--- src/rtl/pic16f84_hex_loader_pkg.sv ---
// pic16f84_hex_pkg
// Shared definitions for the Intel HEX program-memory loader:
//   - state encoding of the record parser
//   - record type (TT) codes
//   - error codes reported on err_code_out
//   - ASCII framing characters
//   - hex_decode: ASCII hex digit -> {valid, nibble}
package pic16f84_hex_pkg;

  typedef logic [3:0] state_t;

  // Parser states; everything up to ST_CSUM is a character-accepting state,
  // which the top relies on when deriving ch_ready_out.
  localparam state_t ST_IDLE  = 4'd0;
  localparam state_t ST_COUNT = 4'd1;
  localparam state_t ST_ADDR  = 4'd2;
  localparam state_t ST_TYPE  = 4'd3;
  localparam state_t ST_DATA  = 4'd4;
  localparam state_t ST_CSUM  = 4'd5;
  localparam state_t ST_CHECK = 4'd6;
  localparam state_t ST_WRITE = 4'd7;
  localparam state_t ST_DONE  = 4'd8;
  localparam state_t ST_ERR   = 4'd9;

  localparam logic [7:0] TT_DATA = 8'h00;
  localparam logic [7:0] TT_EOF  = 8'h01;
  localparam logic [7:0] TT_ESA  = 8'h02;
  localparam logic [7:0] TT_SSA  = 8'h03;
  localparam logic [7:0] TT_ELA  = 8'h04;
  localparam logic [7:0] TT_SLA  = 8'h05;

  localparam logic [2:0] ERR_NONE    = 3'd0;
  localparam logic [2:0] ERR_BADCHAR = 3'd1;
  localparam logic [2:0] ERR_LEN     = 3'd2;
  localparam logic [2:0] ERR_CSUM    = 3'd3;
  localparam logic [2:0] ERR_TYPE    = 3'd4;
  localparam logic [2:0] ERR_ALIGN   = 3'd5;
  localparam logic [2:0] ERR_RANGE   = 3'd6;

  localparam logic [7:0] ASCII_COLON = 8'h3A;
  localparam logic [7:0] ASCII_CR    = 8'h0D;
  localparam logic [7:0] ASCII_LF    = 8'h0A;

  // Returns {valid, value}. Letters map through the low ASCII nibble:
  // 'A'/'a' have low nibble 1, so adding 9 yields 10.
  function automatic logic [4:0] hex_decode(input logic [7:0] ch);
    logic [3:0] low;
    low = ch[3:0] + 4'd9;
    if (ch >= 8'h30 && ch <= 8'h39)
      hex_decode = {1'b1, ch[3:0]};
    else if ((ch >= 8'h41 && ch <= 8'h46) || (ch >= 8'h61 && ch <= 8'h66))
      hex_decode = {1'b1, low};
    else
      hex_decode = 5'd0;
  endfunction

endpackage

--- src/rtl/pic16f84_hex_loader_if.sv ---
// pic16f84_hex_loader_if
// Bundles the character stream, program-memory write port and status of the
// HEX loader.
//   master: character source / memory side (drives clr_in, ch_valid_in, ch_in)
//   slave : the loader (drives ready, write strobe/address/data and status)
interface pic16f84_hex_loader_if
  import pic16f84_hex_pkg::*;
#(
  parameter int ADDR_W = 14
);
  logic              clr_in;
  logic              ch_valid_in;
  logic [7:0]        ch_in;
  logic              ch_ready_out;
  logic              wr_en_out;
  logic [ADDR_W-1:0] wr_addr_out;
  logic [13:0]       wr_data_out;
  logic              busy_out;
  logic              done_out;
  logic              err_out;
  logic [2:0]        err_code_out;

  modport master (
    output clr_in, ch_valid_in, ch_in,
    input  ch_ready_out, wr_en_out, wr_addr_out, wr_data_out,
           busy_out, done_out, err_out, err_code_out
  );

  modport slave (
    input  clr_in, ch_valid_in, ch_in,
    output ch_ready_out, wr_en_out, wr_addr_out, wr_data_out,
           busy_out, done_out, err_out, err_code_out
  );
endinterface

--- src/rtl/pic16f84_hex_loader_recbuf.sv ---
// pic16f84_hex_recbuf
// Record data buffer, MAX_DATA bytes.
//   clk       : clock
//   byte_we   : store byte_data at byte_idx on the rising edge
//   byte_idx  : byte position within the record
//   byte_data : data byte
//   word_idx  : word number i, reads bytes 2*i (lo) and 2*i+1 (hi)
//   word_lo   : byte 2*i
//   word_hi   : byte 2*i+1
module pic16f84_hex_recbuf
  import pic16f84_hex_pkg::*;
#(
  parameter int MAX_DATA = 16,
  parameter int BIDX_W   = 4,
  parameter int WIDX_W   = 3
)(
  input  logic              clk,
  input  logic              byte_we,
  input  logic [BIDX_W-1:0] byte_idx,
  input  logic [7:0]        byte_data,
  input  logic [WIDX_W-1:0] word_idx,
  output logic [7:0]        word_lo,
  output logic [7:0]        word_hi
);
  logic [7:0] mem [MAX_DATA];

  // Plain storage; contents are only read for bytes the current record wrote.
  always_ff @(posedge clk) begin
    if (byte_we)
      mem[byte_idx] <= byte_data;
  end

  assign word_lo = mem[{word_idx, 1'b0}];
  assign word_hi = mem[{word_idx, 1'b1}];
endmodule

--- src/rtl/pic16f84_hex_loader.sv ---
// pic16f84_hex_loader
// Streaming Intel HEX parser that checksums each :LLAAAATT<data>CC record and
// only then writes its 14-bit words into PIC16F84 program memory.
//   clk_in   : clock, rising edge
//   rst_n_in : synchronous active-low reset
//   bus      : pic16f84_hex_loader_if.slave
//              clr_in re-arm, ch_valid_in/ch_in/ch_ready_out character
//              handshake, wr_en_out/wr_addr_out/wr_data_out word writes,
//              busy_out/done_out/err_out/err_code_out status
module pic16f84_hex_loader
  import pic16f84_hex_pkg::*;
#(
  parameter int ADDR_W   = 14,
  parameter int MAX_DATA = 16
)(
  input logic                  clk_in,
  input logic                  rst_n_in,
  pic16f84_hex_loader_if.slave bus
);
  localparam int BIDX_W = (MAX_DATA > 2) ? $clog2(MAX_DATA) : 1;
  localparam int WIDX_W = (BIDX_W > 1) ? BIDX_W - 1 : 1;

  state_t            state, state_nxt;
  logic [1:0]        nib_cnt, nib_cnt_nxt;
  logic [3:0]        nib_hi, nib_hi_nxt;
  logic [7:0]        ll, ll_nxt;
  logic [15:0]       addr, addr_nxt;
  logic [7:0]        tt, tt_nxt;
  logic [7:0]        sum, sum_nxt;
  logic [7:0]        data_cnt, data_cnt_nxt;
  logic [7:0]        wr_idx, wr_idx_nxt;

  logic              wr_en_nxt;
  logic [ADDR_W-1:0] wr_addr_nxt;
  logic [13:0]       wr_data_nxt;
  logic              done_nxt, err_nxt;
  logic [2:0]        err_code_nxt;

  logic              accept;
  logic              nib_ok;
  logic [3:0]        nib_val;
  logic [7:0]        cur_byte;
  logic              buf_we;
  logic [7:0]        lo_byte, hi_byte;
  logic [16:0]       last_word;
  logic [ADDR_W-1:0] word_addr;
  logic              unused_hi_bits;

  assign accept         = bus.ch_valid_in && bus.ch_ready_out;
  assign {nib_ok, nib_val} = hex_decode(bus.ch_in);
  assign cur_byte       = {nib_hi, nib_val};
  assign buf_we         = accept && nib_ok && (state == ST_DATA) && nib_cnt[0] && !bus.clr_in;
  // Word address of the last word the record would write; anything set at or
  // above bit ADDR_W means the record runs off the end of program memory.
  assign last_word      = {2'b00, addr[15:1]} + {10'd0, ll[7:1]} - 17'd1;
  assign word_addr      = ADDR_W'(addr[15:1]) + ADDR_W'(wr_idx);
  // Upper two bits of the high byte are not part of a 14-bit instruction.
  assign unused_hi_bits = ^hi_byte[7:6];

  pic16f84_hex_recbuf #(
    .MAX_DATA(MAX_DATA),
    .BIDX_W  (BIDX_W),
    .WIDX_W  (WIDX_W)
  ) u_recbuf (
    .clk      (clk_in),
    .byte_we  (buf_we),
    .byte_idx (data_cnt[BIDX_W-1:0]),
    .byte_data(cur_byte),
    .word_idx (wr_idx[WIDX_W-1:0]),
    .word_lo  (lo_byte),
    .word_hi  (hi_byte)
  );

  // Next-state logic: each accepted character either completes a nibble,
  // a byte, or a field. Bytes are assembled from nib_hi plus the current
  // nibble, so the checksum accumulates on every second nibble.
  always_comb begin
    state_nxt    = state;
    nib_cnt_nxt  = nib_cnt;
    nib_hi_nxt   = nib_hi;
    ll_nxt       = ll;
    addr_nxt     = addr;
    tt_nxt       = tt;
    sum_nxt      = sum;
    data_cnt_nxt = data_cnt;
    wr_idx_nxt   = wr_idx;
    wr_en_nxt    = 1'b0;
    wr_addr_nxt  = bus.wr_addr_out;
    wr_data_nxt  = bus.wr_data_out;
    done_nxt     = bus.done_out;
    err_nxt      = bus.err_out;
    err_code_nxt = bus.err_code_out;

    if (bus.clr_in) begin
      state_nxt    = ST_IDLE;
      done_nxt     = 1'b0;
      err_nxt      = 1'b0;
      err_code_nxt = ERR_NONE;
    end else begin
      case (state)
        ST_IDLE: begin
          if (accept && bus.ch_in == ASCII_COLON) begin
            state_nxt    = ST_COUNT;
            nib_cnt_nxt  = 2'd0;
            ll_nxt       = 8'd0;
            addr_nxt     = 16'd0;
            tt_nxt       = 8'd0;
            sum_nxt      = 8'd0;
            data_cnt_nxt = 8'd0;
            wr_idx_nxt   = 8'd0;
          end
        end

        ST_COUNT, ST_ADDR, ST_TYPE, ST_DATA, ST_CSUM: begin
          if (accept) begin
            if (!nib_ok) begin
              state_nxt    = ST_ERR;
              err_nxt      = 1'b1;
              err_code_nxt = ERR_BADCHAR;
            end else if (state == ST_ADDR) begin
              addr_nxt    = {addr[11:0], nib_val};
              nib_cnt_nxt = nib_cnt + 2'd1;
              if (nib_cnt[0])
                sum_nxt = sum + {addr[3:0], nib_val};
              if (nib_cnt == 2'd3)
                state_nxt = ST_TYPE;
            end else if (!nib_cnt[0]) begin
              nib_hi_nxt  = nib_val;
              nib_cnt_nxt = 2'd1;
            end else begin
              nib_cnt_nxt = 2'd0;
              sum_nxt     = sum + cur_byte;
              case (state)
                ST_COUNT: begin
                  ll_nxt = cur_byte;
                  if (cur_byte > 8'(MAX_DATA)) begin
                    state_nxt    = ST_ERR;
                    err_nxt      = 1'b1;
                    err_code_nxt = ERR_LEN;
                  end else begin
                    state_nxt = ST_ADDR;
                  end
                end
                ST_TYPE: begin
                  tt_nxt = cur_byte;
                  if (cur_byte > TT_SLA) begin
                    state_nxt    = ST_ERR;
                    err_nxt      = 1'b1;
                    err_code_nxt = ERR_TYPE;
                  end else if (cur_byte == TT_DATA && ll[0]) begin
                    state_nxt    = ST_ERR;
                    err_nxt      = 1'b1;
                    err_code_nxt = ERR_LEN;
                  end else if (ll == 8'd0) begin
                    state_nxt = ST_CSUM;
                  end else begin
                    state_nxt = ST_DATA;
                  end
                end
                ST_DATA: begin
                  data_cnt_nxt = data_cnt + 8'd1;
                  if (data_cnt + 8'd1 == ll)
                    state_nxt = ST_CSUM;
                end
                default: begin
                  state_nxt = ST_CHECK;
                end
              endcase
            end
          end
        end

        // Zero-length data records have no last word, so the range check
        // only applies when there is at least one word to write.
        ST_CHECK: begin
          if (sum != 8'd0) begin
            state_nxt    = ST_ERR;
            err_nxt      = 1'b1;
            err_code_nxt = ERR_CSUM;
          end else if (tt == TT_DATA && addr[0]) begin
            state_nxt    = ST_ERR;
            err_nxt      = 1'b1;
            err_code_nxt = ERR_ALIGN;
          end else if (tt == TT_DATA && ll != 8'd0 && (last_word >> ADDR_W) != 17'd0) begin
            state_nxt    = ST_ERR;
            err_nxt      = 1'b1;
            err_code_nxt = ERR_RANGE;
          end else if (tt == TT_DATA && ll != 8'd0) begin
            state_nxt   = ST_WRITE;
            wr_en_nxt   = 1'b1;
            wr_addr_nxt = word_addr;
            wr_data_nxt = {hi_byte[5:0], lo_byte};
            wr_idx_nxt  = wr_idx + 8'd1;
          end else if (tt == TT_EOF) begin
            state_nxt = ST_DONE;
            done_nxt  = 1'b1;
          end else begin
            state_nxt = ST_IDLE;
          end
        end

        // Word 0 went out on the CHECK->WRITE edge; wr_idx is the next word.
        ST_WRITE: begin
          if (wr_idx == {1'b0, ll[7:1]}) begin
            state_nxt = ST_IDLE;
          end else begin
            wr_en_nxt   = 1'b1;
            wr_addr_nxt = word_addr;
            wr_data_nxt = {hi_byte[5:0], lo_byte};
            wr_idx_nxt  = wr_idx + 8'd1;
          end
        end

        ST_DONE, ST_ERR: begin
          state_nxt = state;
        end

        default: begin
          state_nxt = ST_IDLE;
        end
      endcase
    end
  end

  // State and output registers. ready/busy are decoded from the next state so
  // they line up with the state they describe.
  always_ff @(posedge clk_in) begin
    if (!rst_n_in) begin
      state            <= ST_IDLE;
      nib_cnt          <= 2'd0;
      nib_hi           <= 4'd0;
      ll               <= 8'd0;
      addr             <= 16'd0;
      tt               <= 8'd0;
      sum              <= 8'd0;
      data_cnt         <= 8'd0;
      wr_idx           <= 8'd0;
      bus.ch_ready_out <= 1'b1;
      bus.wr_en_out    <= 1'b0;
      bus.wr_addr_out  <= '0;
      bus.wr_data_out  <= 14'd0;
      bus.busy_out     <= 1'b0;
      bus.done_out     <= 1'b0;
      bus.err_out      <= 1'b0;
      bus.err_code_out <= ERR_NONE;
    end else begin
      state            <= state_nxt;
      nib_cnt          <= nib_cnt_nxt;
      nib_hi           <= nib_hi_nxt;
      ll               <= ll_nxt;
      addr             <= addr_nxt;
      tt               <= tt_nxt;
      sum              <= sum_nxt;
      data_cnt         <= data_cnt_nxt;
      wr_idx           <= wr_idx_nxt;
      bus.ch_ready_out <= (state_nxt <= ST_CSUM);
      bus.wr_en_out    <= wr_en_nxt;
      bus.wr_addr_out  <= wr_addr_nxt;
      bus.wr_data_out  <= wr_data_nxt;
      bus.busy_out     <= !(state_nxt == ST_IDLE || state_nxt == ST_DONE || state_nxt == ST_ERR);
      bus.done_out     <= done_nxt;
      bus.err_out      <= err_nxt;
      bus.err_code_out <= err_code_nxt;
    end
  end
endmodule

--- src/flat_wrapper.sv ---
// flat-port wrapper written by rule: the top's interface ports become plain ports
module pic16f84_hex_loader_flat import pic16f84_hex_pkg::*;
#(
  parameter int ADDR_W   = 14,
  parameter int MAX_DATA = 16
)
  (clk_in, rst_n_in, bus_clr_in, bus_ch_valid_in, bus_ch_in, bus_ch_ready_out, bus_wr_en_out, bus_wr_addr_out, bus_wr_data_out, bus_busy_out, bus_done_out, bus_err_out, bus_err_code_out);
  pic16f84_hex_loader_if #(.ADDR_W(ADDR_W)) bus_i ();
  input logic clk_in;
  input logic rst_n_in;
  input wire logic [$bits(bus_i.clr_in)-1:0] bus_clr_in;
  input wire logic [$bits(bus_i.ch_valid_in)-1:0] bus_ch_valid_in;
  input wire logic [$bits(bus_i.ch_in)-1:0] bus_ch_in;
  output wire logic [$bits(bus_i.ch_ready_out)-1:0] bus_ch_ready_out;
  output wire logic [$bits(bus_i.wr_en_out)-1:0] bus_wr_en_out;
  output wire logic [$bits(bus_i.wr_addr_out)-1:0] bus_wr_addr_out;
  output wire logic [$bits(bus_i.wr_data_out)-1:0] bus_wr_data_out;
  output wire logic [$bits(bus_i.busy_out)-1:0] bus_busy_out;
  output wire logic [$bits(bus_i.done_out)-1:0] bus_done_out;
  output wire logic [$bits(bus_i.err_out)-1:0] bus_err_out;
  output wire logic [$bits(bus_i.err_code_out)-1:0] bus_err_code_out;
  assign bus_i.clr_in = bus_clr_in;
  assign bus_i.ch_valid_in = bus_ch_valid_in;
  assign bus_i.ch_in = bus_ch_in;
  assign bus_ch_ready_out = bus_i.ch_ready_out;
  assign bus_wr_en_out = bus_i.wr_en_out;
  assign bus_wr_addr_out = bus_i.wr_addr_out;
  assign bus_wr_data_out = bus_i.wr_data_out;
  assign bus_busy_out = bus_i.busy_out;
  assign bus_done_out = bus_i.done_out;
  assign bus_err_out = bus_i.err_out;
  assign bus_err_code_out = bus_i.err_code_out;
  pic16f84_hex_loader #(.ADDR_W(ADDR_W), .MAX_DATA(MAX_DATA)) u_core (.clk_in(clk_in), .rst_n_in(rst_n_in), .bus(bus_i));
endmodule
--- config.mk ---
export PLATFORM = sky130hd
export DESIGN_NAME = pic16f84_hex_loader_flat
export DESIGN_NICKNAME = d
export VERILOG_FILES = /design/src/rtl/pic16f84_hex_loader_pkg.sv /design/src/rtl/pic16f84_hex_loader_if.sv /design/src/rtl/pic16f84_hex_loader_recbuf.sv /design/src/rtl/pic16f84_hex_loader.sv /design/src/flat_wrapper.sv
export SDC_FILE = /design/constraint.sdc
export NUM_CORES = 1
export LEC_CHECK = 0
export BUFFER_PORTS_ARGS = -buffer_cell sky130_fd_sc_hd__buf_2
export CAP_MARGIN = 10
export CORE_AREA = 2 2 225 161
export DETAILED_ROUTE_END_ITERATION = 6
export DIE_AREA = 0 0 227 163
export PLACE_DENSITY = 0.59
export SYNTH_ARGS = -nofsm -noshare
export SYNTH_HDL_FRONTEND = slang
export SYNTH_SLANG_ARGS = --single-unit
--- constraint.sdc ---
create_clock -name clk_in -period 3.4 [get_ports clk_in]
set_input_delay 0.17 -clock clk_in [delete_from_list [all_inputs] [get_ports clk_in]]
set_output_delay 0.17 -clock clk_in [all_outputs]
set_load 0.1 [all_outputs]
== Word level (Yosys, flattened, before mapping) ==
Memory sizes are Yosys's and may differ from the RTL's. A register that Yosys moved wholly into a read port is not among the register bits.
Index checks and enable logic that the tools add are counted.
Operators by class
  reductions and logical operators: 44
  multiplexer cells: 112
  $add $sub $neg: 9
  bitwise gates (word level): 8
  magnitude comparators: 9
  equality and inequality tests: 36
Operators with widths (number)
  8-bit 2-to-1 mux: 26
  14-bit 2-to-1 mux: 10
  4-bit 2-to-1 mux: 21
  16-bit 2-to-1 mux: 4
  8-bit case mux with 2 select lines: 4
  14-bit case mux with 2 select lines: 2
  8-bit AND reduction: 5
  16-bit case mux with 2 select lines: 1
  3-bit 2-to-1 mux: 10
  8-bit logical NOT: 3
  8-bit case mux with 3 select lines: 1
  6-bit AND reduction: 4
  4-bit case mux with 5 select lines: 1
  1-bit 2-to-1 mux: 19
  2-bit by 1-bit != test with 1-bit output (second input constant): 9
  17-bit nonzero test: 1
  17-bit by 1-bit subtractor with 17-bit output (second input constant): 1
  15-bit by 7-bit adder with 16-bit output: 1
  8-bit by 1-bit adder with 8-bit output (second input constant): 2
  8-bit adder: 2
  4-bit by 3-bit == test with 1-bit output (second input constant): 4
  4-bit == test (second input constant): 4
  8-bit by 7-bit greater-or-equal comparator with 1-bit output (second input constant): 2
  8-bit by 7-bit less-or-equal comparator with 1-bit output (second input constant): 2
  other kinds (39): 79
Word-level totals
  logic and storage cells: 236
  bits in registers: 102
  bits in writable memories: 128
  memories: 1
Memories
  u_core.u_recbuf.mem: depth 16, bits a word 8, read ports 2, clocked after Yosys merged registers in 2, write ports 1, RTL line pic16f84_hex_loader_recbuf.sv:25  | logic [7:0] mem [MAX_DATA];

== Depth between registers and ports, before layout ==
  depth after elaboration: 20
  gate-level depth with buffers: 18

== Modules after synthesis ==
A second synthesis with hierarchy kept.
Second synthesis, totals
  cell total of the unflattened synthesis: 1034
  area total of the unflattened synthesis: 11702.5 µm²
Modules (own cells, without submodules)
  pic16f84_hex_loader: times used 1, seq. area each 2042.0 µm², cells each 826, area an instance 6677.7 µm²
  pic16f84_hex_recbuf: times used 1, seq. area each 3843.7 µm², cells each 208, area an instance 5024.8 µm²

== Worst setup path before layout ==
Ideal clock, no wire load.
  path type: input to register
  start: in bus_ch_in[3]
  end: reg u_core.sum[7]
  slack: 0.122 ns
  cell stages on the path: 12
  setup time: 0.074 ns
  arrival time: 3.203 ns
  buffers on the path: 0
  data required time: 3.326 ns
  cells stage by stage: or4b_1 > a21oi_1 > a21oi_1 > nor2_1 > ha_1 > inv_1 > o21bai_1 > a21oi_1 > o21ai_0 > xor2_1 > or4_1 > a31oi_1
Between the ends
  word-level cells in the longest chain between the ends: 11
RTL lines
  from (decl): RTL line flat_wrapper.sv:13  | input wire logic [$bits(bus_i.ch_in)-1:0] bus_ch_in;
  8-bit by 7-bit greater-or-equal comparator with 1-bit output or 8-bit by 7-bit less-or-equal comparator with 1-bit output (tied branches): RTL line pic16f84_hex_loader_pkg.sv:51  | else if ((ch >= 8'h41 && ch <= 8'h46) || (ch >= 8'h61 && ch <= 8'h66))
  1-bit logical AND: RTL line pic16f84_hex_loader_pkg.sv:51
  1-bit logical OR: RTL line pic16f84_hex_loader_pkg.sv:51
  5-bit 2-to-1 mux: RTL line pic16f84_hex_loader_pkg.sv:51
  5-bit 2-to-1 mux *: RTL line pic16f84_hex_loader_pkg.sv:49  | if (ch >= 8'h30 && ch <= 8'h39)
  named net u_core.cur_byte[3]: RTL line pic16f84_hex_loader.sv:42  | logic [7:0] cur_byte;
  8-bit adder, on equally long branches: RTL line pic16f84_hex_loader.sv:132, pic16f84_hex_loader.sv:124
  8-bit 2-to-1 mux, on equally long branches: RTL line pic16f84_hex_loader.sv:127, pic16f84_hex_loader.sv:123
  8-bit 2-to-1 mux *: RTL line pic16f84_hex_loader.sv:120  | end else if (state == ST_ADDR) begin
  8-bit 2-to-1 mux *: RTL line pic16f84_hex_loader.sv:116  | if (!nib_ok) begin
  8-bit 2-to-1 mux *: RTL line pic16f84_hex_loader.sv:115  | if (accept) begin
  8-bit case mux with 2 select lines *: RTL line pic16f84_hex_loader.sv:100  | case (state)
  to (signal assigned): RTL line pic16f84_hex_loader.sv:253  | sum <= sum_nxt;
  to (decl): RTL line pic16f84_hex_loader.sv:29  | logic [7:0] sum, sum_nxt;
Mark *: on every way through the listed nets, which the timed path passes. The rest lies on a longest branch. The select of a mux whose other input is x is not followed.
A chain may end at the register's enable or synchronous reset.

== Worst setup path in the final report ==
  start: reg u_core.ll[1]
  end: reg u_core.wr_idx[7]
Between the ends
  word-level cells in the longest chain between the ends: 6
RTL lines
  from (decl): RTL line pic16f84_hex_loader.sv:26  | logic [7:0] ll, ll_nxt;
  from (signal assigned): RTL line pic16f84_hex_loader.sv:250  | ll <= ll_nxt;
  15-bit by 7-bit adder with 16-bit output: RTL line pic16f84_hex_loader.sv:55  | assign last_word = {2'b00, addr[15:1]} + {10'd0, ll[7:1]} - 17'd1;
  17-bit by 1-bit subtractor with 17-bit output: RTL line pic16f84_hex_loader.sv:55
  17-bit nonzero test: RTL line pic16f84_hex_loader.sv:184  | end else if (tt == TT_DATA && ll != 8'd0 && (last_word >> ADDR_W) != 17'd0) begin
  1-bit logical AND: RTL line pic16f84_hex_loader.sv:184
  2-bit != test (no line)
  8-bit AND reduction (no line) *
  to (signal assigned): RTL line pic16f84_hex_loader.sv:255  | wr_idx <= wr_idx_nxt;
  to (decl): RTL line pic16f84_hex_loader.sv:31  | logic [7:0] wr_idx, wr_idx_nxt;
Every way passes the cells marked *; elsewhere a longest branch is shown, timed or not.

==> summary.md <==
| Metric | Value |
|---|---|
| Placed insts | 1575 |
| Final Util | 38.0% |
| Worst hold stages | 3 |
| Initial antenna violation count | 0 |
| Leakage Power | 4.53 nW |
| Psw | 1.20 mW |
| Total number of vias | 8399 |
| CTS Buf Count | 25 |
| Final period util | 97.6% |
| Clk slew on worst S/H paths | 0.06 ns |
| RePlAce Congestion | 0.931 |
| Main flop type after synthesis | edfxtp_1 |
| Worst-Skew Late Latency | 0.54 ns |
| DR DRC count | 0 |
| Pwr/cell area | 436 mW/mm2 |
| H-tree Lvls | 1 |
| Final Routed Wirelength | 29900 um |
| Syn_nets | 1066 |
| Ports | 48 |
| Largest net degree at the start of global routing | 61 |
| Die Y | 163 um |
| Synth top area share | 30.6% |
| Reg power frac | 46.9% |
| Fmax | 0.301 GHz |
| Initial Util | 31.3% |
| Layout Cells excl Fill | 1624 |
| Fin. max-slew vios | 0 |
| Int Power | 4.62 mW |
| GRT overflow | 0 |
| Final setup viols | 0 |
| Max Fanout on Critical Path | 5 |
| Gate power share | 1.8% |
| Crit Path Class | register to register |
| Synth top area cells | edfxtp_1, dfxtp_1, mux4_2 |
| Root Buffer | clkbuf_16 |
| Final WS setup | 0.0806 ns |
| Nets | 1172 |
| Clk buf depth | 3 |
| CTS sink count | 217 |
| Crit path launch type | register |
| EDFF count, synth | 112 |
| Die width | 227 um |
| R2r setup slk | 0.08 ns |
| Area growth, synth to finish | 21.3% |
| Kind of end point of the critical path | register |
| WP data arrival | 3.79 ns |
| # diodes | 0 |
| Hpwl dp | 21300 um |
| Least-Margin Pin Slew | 0.772 ns |
| Minimum clock period | 3.32 ns |
| Hold Startpoint | bus_ch_in[0] |
| TritonRoute pass-1 iters | 5 |
| Antenna viol nets, final | 0 |
| Hold WC Path Type | input port to register |
| Cells on worst reg2reg path | 12 |
| CORE AREA | 0.0351 mm2 |
| CTS tree | built |
| Mean area per synthesized cell | 10.8 um2 |
| Post-synth ARST share | 0% |
| Switching Share | 20.6% |
| Setup WS pre-CTS | -0.0583 ns |
| Critical Path RT | 3.87 ns |
| Final Power | 5.82 mW |
| Rows | 58 |
| Maxcap violations | 0 |
| RR Startpoint | u_core.ll[1]$_SDFFE_PN0P_ |
| Final Hold Violating Endpoints | 0 |
| Post-synthesis sequential area ratio | 49.7% |
| Starting DRT DRC Count | 681 |
| Vias in the first global route | 8048 |
| Peak VDD IR | 0.336 mV |
| Clock Skews | 0.0158 ns |
| DIE AREA | 0.0370 mm2 |
| Vias per cell | 5.17 |
| Fraction of layout cells with a size suffix above 1 | 23.8% |
| Dpl cell area | 0.0123 mm2 |
| Synth Cell Area | 0.0110 mm2 |
| Cells after Synth | 1019 |
| Total GRT Usage | 16.2% |
| Yosys cell types | 76 |
| Clock Power Share | 51.3% |
| Syn. warnings | 0 |
| Yosys top cell by area | edfxtp_1 |
| Post-route cell area | 0.0133 mm2 |
| Slew HR | 48.5% |
| Post-CTS Hold Buffers | 0 |
| RR Endpoint | u_core.wr_idx[7]$_SDFFE_PN0P_ |
| Yosys reg bits | 217 |
| WHS Endpoint | u_core.nib_hi[0]$_SDFFE_PN0P_ |
| Port bufs | 47 |
| Routed length per instance | 18.4 um |
| Status | complete, no violations |
| First-pass GRT wire length | 46400 um |
-- power groups by stage --
stage,Sequential (mW),Combinational [mW],Clock (mW)
finish,2.73,0.104,2.99
global route,2.73,0.114,3.17
CTS,2.73,0.103,3.05
detailed placement,2.79,0.102,0
global placement,2.79,0.101,0
floorplan,2.79,0.0581,0
-- how the worst max path moves through the flow --
stage / startpoint / to / slack, ns
detailed placement: u_core.addr[4]$_SDFFE_PN0P_ / u_core.wr_idx[2]$_SDFFE_PN0P_ / -0.06
global route: u_core.ll[1]$_SDFFE_PN0P_ / u_core.bus.wr_data_out[3]$_SDFFE_PN0P_ / -0.04
CTS: u_core.addr[1]$_SDFFE_PN0P_ / u_core.bus.wr_addr_out[13]$_SDFFE_PN0P_ / 0.009
floorplan: bus_ch_in[3] / u_core.sum[7]$_SDFFE_PN0P_ / 0.12
finish: u_core.ll[1]$_SDFFE_PN0P_ / u_core.wr_idx[7]$_SDFFE_PN0P_ / 0.08
global placement: bus_ch_in[3] / u_core.sum[7]$_SDFFE_PN0P_ / 0.01
-- critical path: stages, from the launching register on --
cell	delay, ns
dfxtp_1	0.34
ha_2	0.19
inv_1	0.05
fa_2	0.34
nand2b_4	0.16
a21o_4	0.22
a21o_1	0.19
o221ai_2	0.26
o21ai_2	0.14
or4_4	0.50
a31o_4	0.29
a2111oi_4	0.36
mux2i_1	0.20
-- flip-flops by register name, summed over array words and instances (netlist names), named ones only --
signal,flops
u_core.addr,16
u_core.bus.busy_out,1
u_core.bus.ch_ready_out,1
u_core.bus.done_out,1
u_core.bus.err_code_out,3
u_core.bus.err_out,1
u_core.bus.wr_addr_out,14
u_core.bus.wr_data_out,14
u_core.bus.wr_en_out,1
u_core.data_cnt,8
u_core.ll,8
u_core.nib_cnt,2
u_core.nib_hi,4
u_core.state,4
u_core.sum,8
u_core.tt,8
u_core.u_recbuf.mem,112
u_core.wr_idx,8
-- cell usage in the layout, fill, tap and decap left out, types with 30 or more instances in the layout --
cell,instances
xnor2_1,30
nor2_1,88
edfxtp_1,112
buf_4,81
dfxtp_1,103
mux2i_1,33
nand2_1,91
nor3_1,33
nand3_1,32
buf_2,47
a21oi_1,60
inv_1,35
-- layout make-up --
cell class / instances / area [um2]
Timing Repair Buffer: 130 / 883
Clock inverter: 18 / 268
Tap cell: 480 / 601
Inverter: 36 / 135
Fill cell: 3465 / 21800
Clock buffer: 28 / 657
Sequential cell: 217 / 5470
Multi-Input combinational cell: 715 / 5330
-- per-layer routing --
layer	part of all wire (%)	global-route usage, %
met5	0	0
met4	1.1	2.97
met3	8.0	3.70
met2	41	23.4
met1	49	24.5
-- cell families (layout without fill, tap and decap cells) --
group	after synthesis	after routing	share of synthesized area (%)
simple gates	344	344	15.2
flops	217	217	49.7
compound gates	207	207	13.2
buf+inv	87	212	3.21
mux	81	81	10.8
xor+xnor	48	48	3.82
fa+ha+maj	35	35	4.18
-- metrics by stage --
stage	hold WS (ns)	TNS, ns
floorplan	0.323	0
global placement	0.440	0
detailed placement	0.445	-0.225
CTS	0.0137	0
global route	0.0448	-0.175
finish	0.0416	0
-- synthesized netlist by cell type (4+ instances only) --
| cell | count |
|---|---|
| nand3_1 | 33 |
| inv_1 | 36 |
| a31oi_1 | 7 |
| a211oi_1 | 23 |
| and3_1 | 12 |
| mux2_2 | 19 |
| clkbuf_1 | 41 |
| a211o_1 | 4 |
| a21o_1 | 11 |
| edfxtp_1 | 112 |
| nor3_1 | 33 |
| o21bai_1 | 5 |
| and2_1 | 10 |
| o21a_1 | 7 |
| nand4_1 | 4 |
| nor2b_1 | 8 |
| o21ai_0 | 24 |
| ha_1 | 32 |
| mux2i_1 | 34 |
| a21oi_1 | 62 |
| or3_1 | 6 |
| or4_1 | 7 |
| nor4_1 | 17 |
| nand2b_1 | 16 |
| nor2_1 | 88 |
| o211ai_1 | 10 |
| xnor2_1 | 30 |
| dfxtp_1 | 105 |
| a31o_2 | 8 |
| mux4_2 | 28 |
| o31ai_1 | 6 |
| nand2_1 | 91 |
| xor2_1 | 18 |
-- repair_timing --
item	4_1_cts	5_1_grt
setup endpoints to repair	16	41
setup buffers	0	3
resized for setup	3	22
pin swaps	0	10
hold endpoints to repair	0	0
No activity file was read; power rests on OpenSTA's default activity.
